[config.mk]
export PLATFORM = sky130hd
export DESIGN_NAME = hfrv_trace_capture_flat
export DESIGN_NICKNAME = d
export VERILOG_FILES = /design/src/rtl/hfrv_trace_capture_if.sv /design/src/rtl/hfrv_trace_capture.sv /design/src/flat_wrapper.sv
export SDC_FILE = /design/constraint.sdc
export NUM_CORES = 2
export LEC_CHECK = 0
export ABC_AREA = 0
export BUFFER_PORTS_ARGS = -buffer_cell sky130_fd_sc_hd__buf_2
export CORE_UTILIZATION = 45
export DETAILED_ROUTE_END_ITERATION = 8
export PLACE_DENSITY_LB_ADDON = 0.05
export SLEW_MARGIN = 0
export SYNTH_ARGS = -nofsm -noshare
export SYNTH_HDL_FRONTEND = slang
export SYNTH_SLANG_ARGS = --single-unit
[constraint.sdc]
create_clock -name clk -period 12.3 [get_ports clk]
set_input_delay 2.46 -clock clk [delete_from_list [all_inputs] [get_ports clk]]
set_output_delay 2.46 -clock clk [all_outputs]
set_load 0.1 [all_outputs]
[src/rtl/hfrv_trace_capture_if.sv]
// Bus bundle for hfrv_trace_capture: capture control, commit snoop, match config and pop/read side.
// The timestamp port exists only when HFRV_TRACE_TSTAMP_EN is defined.
interface hfrv_trace_capture_if #(
    parameter int XLEN      = 32,
    parameter int DEPTH     = 64,
    parameter int NUM_MATCH = 2
`ifdef HFRV_TRACE_TSTAMP_EN
    , parameter int TS_W    = 32
`endif
);
    localparam int CW = $clog2(DEPTH) + 1;

    logic                   arm_i;
    logic                   abort_i;
    logic                   commit_valid_i;
    logic [XLEN-1:0]        commit_pc_i;
    logic [31:0]            commit_instr_i;
    logic [NUM_MATCH-1:0]   match_en_i;
    logic [7*NUM_MATCH-1:0] match_opcode_i;
    logic                   rd_pop_i;
    logic                   rd_valid_o;
    logic [XLEN-1:0]        rd_pc_o;
    logic [31:0]            rd_instr_o;
    logic                   rd_last_o;
    logic [CW-1:0]          count_o;
    logic [1:0]             state_o;
    logic                   triggered_o;
`ifdef HFRV_TRACE_TSTAMP_EN
    logic [TS_W-1:0]        rd_tstamp_o;
`endif

    modport master (
`ifdef HFRV_TRACE_TSTAMP_EN
        input  rd_tstamp_o,
`endif
        output arm_i, abort_i, commit_valid_i, commit_pc_i, commit_instr_i,
        output match_en_i, match_opcode_i, rd_pop_i,
        input  rd_valid_o, rd_pc_o, rd_instr_o, rd_last_o, count_o, state_o, triggered_o
    );

    modport slave (
`ifdef HFRV_TRACE_TSTAMP_EN
        output rd_tstamp_o,
`endif
        input  arm_i, abort_i, commit_valid_i, commit_pc_i, commit_instr_i,
        input  match_en_i, match_opcode_i, rd_pop_i,
        output rd_valid_o, rd_pc_o, rd_instr_o, rd_last_o, count_o, state_o, triggered_o
    );
endinterface

[src/rtl/hfrv_trace_capture.sv]
// Commit-stream trace buffer: circular capture, opcode trigger, post-trigger window, then oldest-first FWFT pop.
// Optional per-entry cycle timestamp when HFRV_TRACE_TSTAMP_EN is defined.
module hfrv_trace_capture #(
    parameter int XLEN      = 32,
    parameter int DEPTH     = 64,
    parameter int POST_TRIG = 16,
    parameter int NUM_MATCH = 2
`ifdef HFRV_TRACE_TSTAMP_EN
    , parameter int TS_W    = 32
`endif
) (
    input  logic                  clk,
    input  logic                  reset,
    hfrv_trace_capture_if.slave   bus
);
    localparam int AW = $clog2(DEPTH);
    localparam int CW = AW + 1;
    localparam logic [AW-1:0] POST_INIT = AW'(POST_TRIG);

    typedef enum logic [1:0] {
        S_IDLE  = 2'd0,
        S_ARMED = 2'd1,
        S_POST  = 2'd2,
        S_DONE  = 2'd3
    } state_t;

    state_t          r_state,    w_state_nxt;
    logic [AW-1:0]   r_wr_ptr,   w_wr_ptr_nxt;
    logic [CW-1:0]   r_count,    w_count_nxt;
    logic [AW-1:0]   r_post_cnt, w_post_nxt;
    logic            r_trig,     w_trig_nxt;
    logic            w_we;
    logic            w_opc_hit;
    logic            w_match;
    logic            w_capturing;
    logic            w_rd_valid;
    logic [AW-1:0]   w_head;

    logic [XLEN-1:0] r_pc_mem    [DEPTH];
    logic [31:0]     r_instr_mem [DEPTH];

    always_comb begin
        w_opc_hit = 1'b0;
        for (int k = 0; k < NUM_MATCH; k++) begin
            if (bus.match_en_i[k] && (bus.commit_instr_i[6:0] == bus.match_opcode_i[7*k +: 7]))
                w_opc_hit = 1'b1;
        end
    end

    assign w_match     = bus.commit_valid_i & w_opc_hit;
    assign w_capturing = (r_state == S_ARMED) || (r_state == S_POST);

    always_comb begin
        w_state_nxt  = r_state;
        w_wr_ptr_nxt = r_wr_ptr;
        w_count_nxt  = r_count;
        w_post_nxt   = r_post_cnt;
        w_trig_nxt   = r_trig;
        w_we         = 1'b0;

        // Abort outranks arm while capturing; a same-cycle commit still lands.
        if (bus.abort_i && w_capturing) begin
            w_we        = bus.commit_valid_i;
            w_state_nxt = S_DONE;
            if (r_state == S_ARMED && w_match)
                w_trig_nxt = 1'b1;
        end else if (bus.arm_i) begin
            w_state_nxt  = S_ARMED;
            w_wr_ptr_nxt = '0;
            w_count_nxt  = '0;
            w_post_nxt   = '0;
            w_trig_nxt   = 1'b0;
        end else begin
            case (r_state)
                S_ARMED: begin
                    if (bus.commit_valid_i) begin
                        w_we = 1'b1;
                        if (w_match) begin
                            w_trig_nxt  = 1'b1;
                            w_post_nxt  = POST_INIT;
                            w_state_nxt = (POST_TRIG == 0) ? S_DONE : S_POST;
                        end
                    end
                end
                S_POST: begin
                    if (bus.commit_valid_i) begin
                        w_we       = 1'b1;
                        w_post_nxt = r_post_cnt - AW'(1);
                        if (r_post_cnt == AW'(1))
                            w_state_nxt = S_DONE;
                    end
                end
                S_DONE: begin
                    if (bus.rd_pop_i && (r_count != '0))
                        w_count_nxt = r_count - CW'(1);
                end
                default: ;
            endcase
        end

        if (w_we) begin
            w_wr_ptr_nxt = r_wr_ptr + AW'(1);
            if (r_count != CW'(DEPTH))
                w_count_nxt = r_count + CW'(1);
        end
    end

    always_ff @(posedge clk or posedge reset) begin
        if (reset) begin
            r_state    <= S_IDLE;
            r_wr_ptr   <= '0;
            r_count    <= '0;
            r_post_cnt <= '0;
            r_trig     <= 1'b0;
        end else begin
            r_state    <= w_state_nxt;
            r_wr_ptr   <= w_wr_ptr_nxt;
            r_count    <= w_count_nxt;
            r_post_cnt <= w_post_nxt;
            r_trig     <= w_trig_nxt;
        end
    end

    // Storage is never reset: a zero count already makes every slot invisible.
    always_ff @(posedge clk) begin
        if (w_we) begin
            r_pc_mem[r_wr_ptr]    <= bus.commit_pc_i;
            r_instr_mem[r_wr_ptr] <= bus.commit_instr_i;
        end
    end

    // Head is derived from the write pointer, so popping only shrinks the count.
    assign w_head     = r_wr_ptr - r_count[AW-1:0];
    assign w_rd_valid = (r_state == S_DONE) && (r_count != '0);

    assign bus.rd_valid_o  = w_rd_valid;
    assign bus.rd_pc_o     = w_rd_valid ? r_pc_mem[w_head] : '0;
    assign bus.rd_instr_o  = w_rd_valid ? r_instr_mem[w_head] : '0;
    assign bus.rd_last_o   = w_rd_valid && (r_count == CW'(1));
    assign bus.count_o     = r_count;
    assign bus.state_o     = r_state;
    assign bus.triggered_o = r_trig;

`ifdef HFRV_TRACE_TSTAMP_EN
    logic [TS_W-1:0] r_ts;
    logic [TS_W-1:0] r_ts_mem [DEPTH];

    always_ff @(posedge clk or posedge reset) begin
        if (reset)
            r_ts <= '0;
        else if (bus.arm_i)
            r_ts <= '0;
        else
            r_ts <= r_ts + TS_W'(1);
    end

    always_ff @(posedge clk) begin
        if (w_we)
            r_ts_mem[r_wr_ptr] <= r_ts;
    end

    assign bus.rd_tstamp_o = w_rd_valid ? r_ts_mem[w_head] : '0;
`endif
endmodule

[src/flat_wrapper.sv]
// flat-port wrapper written by rule: the top's interface ports become plain ports
module hfrv_trace_capture_flat 
#(
    parameter int XLEN      = 32,
    parameter int DEPTH     = 64,
    parameter int POST_TRIG = 16,
    parameter int NUM_MATCH = 2

)
  (clk, reset, bus_arm_i, bus_abort_i, bus_commit_valid_i, bus_commit_pc_i, bus_commit_instr_i, bus_match_en_i, bus_match_opcode_i, bus_rd_pop_i, bus_rd_valid_o, bus_rd_pc_o, bus_rd_instr_o, bus_rd_last_o, bus_count_o, bus_state_o, bus_triggered_o);
  hfrv_trace_capture_if #(.XLEN(XLEN), .DEPTH(DEPTH), .NUM_MATCH(NUM_MATCH)) bus_i ();
  input  logic clk;
  input  logic reset;
  input wire logic [$bits(bus_i.arm_i)-1:0] bus_arm_i;
  input wire logic [$bits(bus_i.abort_i)-1:0] bus_abort_i;
  input wire logic [$bits(bus_i.commit_valid_i)-1:0] bus_commit_valid_i;
  input wire logic [$bits(bus_i.commit_pc_i)-1:0] bus_commit_pc_i;
  input wire logic [$bits(bus_i.commit_instr_i)-1:0] bus_commit_instr_i;
  input wire logic [$bits(bus_i.match_en_i)-1:0] bus_match_en_i;
  input wire logic [$bits(bus_i.match_opcode_i)-1:0] bus_match_opcode_i;
  input wire logic [$bits(bus_i.rd_pop_i)-1:0] bus_rd_pop_i;
  output wire logic [$bits(bus_i.rd_valid_o)-1:0] bus_rd_valid_o;
  output wire logic [$bits(bus_i.rd_pc_o)-1:0] bus_rd_pc_o;
  output wire logic [$bits(bus_i.rd_instr_o)-1:0] bus_rd_instr_o;
  output wire logic [$bits(bus_i.rd_last_o)-1:0] bus_rd_last_o;
  output wire logic [$bits(bus_i.count_o)-1:0] bus_count_o;
  output wire logic [$bits(bus_i.state_o)-1:0] bus_state_o;
  output wire logic [$bits(bus_i.triggered_o)-1:0] bus_triggered_o;
  assign bus_i.arm_i = bus_arm_i;
  assign bus_i.abort_i = bus_abort_i;
  assign bus_i.commit_valid_i = bus_commit_valid_i;
  assign bus_i.commit_pc_i = bus_commit_pc_i;
  assign bus_i.commit_instr_i = bus_commit_instr_i;
  assign bus_i.match_en_i = bus_match_en_i;
  assign bus_i.match_opcode_i = bus_match_opcode_i;
  assign bus_i.rd_pop_i = bus_rd_pop_i;
  assign bus_rd_valid_o = bus_i.rd_valid_o;
  assign bus_rd_pc_o = bus_i.rd_pc_o;
  assign bus_rd_instr_o = bus_i.rd_instr_o;
  assign bus_rd_last_o = bus_i.rd_last_o;
  assign bus_count_o = bus_i.count_o;
  assign bus_state_o = bus_i.state_o;
  assign bus_triggered_o = bus_i.triggered_o;
  hfrv_trace_capture #(.XLEN(XLEN), .DEPTH(DEPTH), .POST_TRIG(POST_TRIG), .NUM_MATCH(NUM_MATCH)) u_core (.clk(clk), .reset(reset), .bus(bus_i));
endmodule
======== Word level (Yosys, flattened, before mapping) ========
Memory sizes are Yosys's and may differ from the RTL's.
Index checks and enable logic that the tools add are counted.
W data, S select, Z words.
cells by class
  eq/ne operators ......................... 17
  divide/modulo/power cells ............... 0
  reduce and logical (&&, ||, !) cells .... 20
  shift operators ......................... 0
  add/sub/neg operators ................... 5
  muxes and demuxes ....................... 37
  $lt $le $gt $ge ......................... 0
  multiply operators ...................... 0
  bitwise logic cells ..................... 2
operator list
  operator               number
  $mux W32               2
  $mux W6                7
  $mux W7                6
  $eq A7 B7 Y1           2
  $mux W1                14
  $mux W2                6
  $pmux W6 S2            1
  $reduce_bool A3 Y1     4
  $reduce_and A5 Y1      2
  $ne A4 B4 Y1 const B   2
  $add A7 B1 Y7 const B  1
  $eq A7 B1 Y1 const B   1
  $logic_and A1 B1 Y1    7
  $ne A7 B7 Y1 const B   1
  $reduce_bool A7 Y1     1
  $sub A7 B1 Y7 const B  1
  $add A6 B1 Y6 const B  1
  $eq A6 B1 Y1 const B   1
  $ne A3 B3 Y1 const B   2
  $sub A6 B1 Y6 const B  1
  $sub A6 B6 Y6          1
  $eq A2 B2 Y1 const B   2
  $ne A4 B2 Y1 const B   1
  $ne A4 B3 Y1 const B   1
  other kinds (13)       13
storage, ports and cells
  bits of input ports ..................... 86
  latch bits .............................. 0
  output and inout bits ................... 76
  memories kept ........................... 2
  logic and storage cells ................. 88
  bits in writable memories ............... 4096
  memory bits (read-only) ................. 0
  bits in registers ....................... 22
memory list
  memory              depth  bits a word  read ports  clocked after memory_dff  write ports  RTL line                  text
  u_core.r_instr_mem  64     32           1           0                         1            hfrv_trace_capture.sv:40  logic [31:0] r_instr_mem [DEPTH];
  u_core.r_pc_mem     64     32           1           0                         1            hfrv_trace_capture.sv:39  logic [XLEN-1:0] r_pc_mem [DEPTH];

======== Logic depth before layout (Yosys ltp) ========
  word-level depth ........................ 10
  gate-level depth with buffers ........... 12

======== Least setup slack after synthesis ========
Ideal clock, no wire load.
  path kind ............................... reg2out
  from .................................... register u_core.r_count[0], in the netlist u_core.bus.count_o[0]
  to ...................................... output bus_rd_pc_o[30]
  arrival ................................. 4564 ps
  path buffers ............................ 1
  slack ................................... 5276 ps
  stages on the path, launching flop included .. 11
  path through ............................ dfrtp_1 ha_1 fa_1 nand2b_1 a21oi_1 xnor2_1 clkbuf_1 nand3_1 a41oi_1 a21oi_1 o2111ai_1
on the way
  longest elaborated chain between the ends .. 3
  elaborated cells on any way between the ends .. 5
ends and longest elaborated chain
  item                                                    RTL line                                              text
  start: declaration                                      hfrv_trace_capture.sv:29                              logic [CW-1:0] r_count, w_count_nxt;
  start signal: assignment                                hfrv_trace_capture.sv:118                             r_count <= w_count_nxt;
  $sub A6 B6 Y6 or $reduce_bool A7 Y1 (tied branches)     hfrv_trace_capture.sv:133, hfrv_trace_capture.sv:134
  $mem_v2 Z64 W32 or $logic_and A1 B1 Y1 (tied branches)  -
  $mux W32 *                                              hfrv_trace_capture.sv:137                             assign bus.rd_pc_o = w_rd_valid ? r_pc_mem[w_head] : '0;
  end: declaration                                        flat_wrapper.sv:23                                    output wire logic [$bits(bus_i.rd_pc_o)-1:0] bus_rd_pc_o;
Every way passes the cells marked *; elsewhere a longest branch is shown, timed or not.

======== Worst setup path in the final report ========
  from .................................... register u_core.r_count[2], in the netlist u_core.bus.count_o[2]
  to ...................................... output bus_rd_pc_o[3]
Same word-level chain as after synthesis.

==> flow_summary_export.csv <==
group,metric,value,unit
routing,detail-route-antenna-nets,0,
timing,min_period_over_period,75.9,%
timing,period_minus_slack,9330,ps
critical_path,cp.arrival,6870,ps
timing,final_hold_violation_count,0,
synthesis,syn_area_per_cell,21.4,um2
placed_design,port_buffers,161,
timing,fmaxAchievable,107,MHz
timing,fin_skew,42.2,ps
global_route,track_usage,27.7,%
cts,numClockSinks,4118,
placed_design,routabilityCongestion,0.776,
pwr,power.density,268,nW/um2
timing,rsz0062_at_grt,"no",
cts,cts_max_path_buffers,4,
synthesis,yosysWarningCount,0,
routing,wirelength_met1,209,mm
timing,setup_viol,0,
synthesis,synth_async_sr_flop_share,0.534,%
final_layout,postLayoutCellArea,179000,um2
synthesis,synth_top_family_by_area,"multiplexers",
routing,met3RoutedLength,35.1,mm
timing,relSlewSlack,14.7,%
routing,met2RoutedLength,235,mm
synthesis,yosysSeqAreaShare,78.1,%
timing,setup-tns-final,0,ps
cts,clk_root_buffer_cell,"clkbuf_16",
routing,num_vias,80673,
cts,post-cts-setup-buffer-count,0,
critical_path,timing.critical_path.fanout_max,47,
cts,numCtsBuffers,434,
cts,cts_max_level,5,
global_route,vias_in_the_first_global_route,80218,
worst_hold_path,min-delay-path-class,"reg2reg",
synthesis,complex_gate_fraction_of_the_synthesized_area,2.15,%
synthesis,synth_adder_area_share,0.131,%
synthesis,synth-simple-area-share,2.93,%
synthesis,synth_flop_cell,"edfxtp_1",
cts,cts_tree,"yes",
routing,starting_drt_drc_count,9524,
global_route,antenna_found_initial,45,
cts,clock_insertion_delay_worst_skew,980,ps
final_layout,fin_util,51.3,%
cts,cts_hold_buf,0,
routing,remaining_drc_errors,0,
critical_path,path_class,"reg2out",
timing,maxSlewViolCount,0,
synthesis,synth_xor_xnor_area_share,0.143,%
final_layout,final.fill_count,27666,
critical_path,type_of_element_capturing_the_critical_path,"output pin",
synthesis,ys_ff_latch,4118,
placed_design,dp_hpwl,263,mm
final_layout,synthToLayoutAreaGrowth,13.3,%
synthesis,synth.area.mux_share,15.4,%
synthesis,synthesis.area,158000,um2
timing,max_slew.worst_pin.slew,1280,ps
pwr,max-vdd-ir-drop,426,uV
pwr,power.leakage,56.9,nW
final_layout,design.final.nets,7903,
routing,routed_wl,492,mm
die,floorplan.die.height,595,um
final_layout,drive_gt1_share,25.7,%
routing,vias_per_cell,6.32,
die,core_area,349000,um2
global_route,globalRoute.totalOverflow,0,
synthesis,yosysUniqueCellTypes,60,
die,io-pin-count,162,
placed_design,place_area,166000,um2
routing,avgRoutedWirePerCell,38.5,um
synthesis,number_of_enable_type_register_cells_in_the_synthesized_netlist,4096,
synthesis,netlist_instances,7386,
die,area_of_the_die,354000,um2
cts,cts_resized,0,
pwr,power.total,48.0,mW
flow_run,maxCapViolCount,0,
routing,drt_pass1_iterations,5,
timing,timing.hold.ws,512,ps
synthesis,synth.net_count,7488,
die,core.rowCount,217,
routing,highest-signal-layer,"met5",
die,chipWidth,595,um
cts,clk_pin_slew_worst_paths,70,ps
outcome,run_status,"finished, final reports clean",
critical_path,timing.critical_path.from_type,"flip-flop",
global_route,grt_start_max_net_pins,145,
die,start_util,45.3,%
critical_path,critPathRequiredTime,9840,ps
global_route,grt_pass1_wl,673,mm
critical path, cell delays in order (launching register included):
cell,delay [ps]
dfrtp_1,530
inv_1,90
ha_1,450
and3b_1,260
or3_1,410
nand2_4,620
buf_4,710
buf_4,800
mux2i_1,270
o211ai_1,100
a22oi_1,520
nand3_1,480
buf_2,440
registers in the layout, indices dropped and copies added, names as in the netlist:
register / count
u_core.r_post_cnt: 6
u_core.r_wr_ptr: 6
u_core.bus.triggered_o: 1
u_core.bus.count_o: 7
u_core.bus.state_o: 2
u_core.r_instr_mem: 2048
u_core.r_pc_mem: 2048
routing by layer:
layer,up-vias,track usage (%)
met5,-,0
met4,4,7.07
met3,677,3.83
met2,3391,43.8
met1,45012,40.8
li1,31589,-
path summary, 6_finish.rpt:
kind / cells after the start / end / from / slack (ps)
min reg2reg: 1 / u_core.r_post_cnt[5] / u_core.r_post_cnt[5] / 510
max: 12 / bus_rd_pc_o[3] / u_core.bus.count_o[2] / 2970
max in group asynchronous: 2 / u_core.bus.count_o[5] / reset / 10020
max reg2reg: 9 / u_core.r_instr_mem[15][26] / u_core.bus.state_o[0] / 6850
min: 1 / u_core.r_post_cnt[5] / u_core.r_post_cnt[5] / 510
min in group asynchronous: 2 / u_core.r_post_cnt[4] / reset / 1680
report_power, final:
| group | total [mW] | switching, mW | internal [mW] | leakage (nW) |
|---|---|---|---|---|
| Clock | 12.6 | 5.40 | 7.20 | 6.62 |
| Sequential | 15.5 | 0.0354 | 15.5 | 37.1 |
| Combinational | 19.9 | 12.9 | 7.00 | 13.2 |
| Total | 48.0 | 18.3 | 29.7 | 56.9 |
cell usage after synthesis, drive strengths merged (4+ instances only):
cell    number  share of area (%)
nand3      254               0.80
nand2      709                1.7
a211oi       4              0.019
buf        180               0.55
xnor2       13              0.077
inv         17              0.040
o21ai       17              0.054
nand4        6              0.024
nor2b        4              0.016
mux4      1024                 15
and3         4              0.016
mux2i      126               0.80
clkbuf     234               0.56
ha          15               0.12
a21oi      266               0.84
o211ai     128               0.61
nor2        95               0.23
nor3         8              0.039
a22oi      101               0.48
edfxtp    4096                 78
xor2        12              0.066
dfrtp       22               0.35
nand2b       6              0.024
cell usage in the layout (no fill, tap or decap), types with 5 or more instances in the layout:
cell	netlist	routed
nor2_1	92	28
o21ai_0	17	17
o211ai_1	126	126
clkinv_1	0	99
nand4_1	6	6
bufinv_16	0	30
xnor2_1	12	9
inv_6	0	6
dfrtp_1	22	22
mux2i_1	126	126
clkbuf_1	234	103
clkinvlp_4	0	9
diode_2	0	13
clkbuf_16	0	442
ha_1	15	14
buf_12	0	22
nand2b_1	6	6
nor2_4	0	65
nand2_1	708	706
a21oi_1	266	266
clkinv_8	0	5
inv_1	17	17
edfxtp_1	4096	4096
nor3_1	5	5
nand3_1	254	254
mux4_2	1024	1024
buf_4	5	210
xor2_1	12	10
clkinv_2	0	91
buf_2	137	161
a22oi_1	101	101
cells by family (layout without fill, tap and decap cells):
logic type | after synthesis | count (layout)
buf+inv | 431 | 1203
mux | 1150 | 1150
xor+xnor | 25 | 25
fa+ha+maj | 16 | 16
compound gates | 543 | 543
other cells | 0 | 13
flops | 4118 | 4118
simple gates | 1103 | 1103
through the flow:
stage	std cells	setup WS (ps)
after floorplan	7386	5280
after global placement	11964	4090
after detailed placement	11964	3980
after CTS	12757	2920
after global routing	12766	2830
final	12770	2970
layout make-up:
cell class	count	area (um2)	share of cell area, %
clock buffers	548	11500	6.41
repair buffers	393	2820	1.58
inverters	17	63.8	0.0356
flip-flops and latches	4118	124000	69.0
multi-input cells	2837	33400	18.7
well taps	4599	5750	3.21
diodes	13	32.5	0.0182
clock inverters	245	2000	1.11
Power figures use the tool's default switching activity.
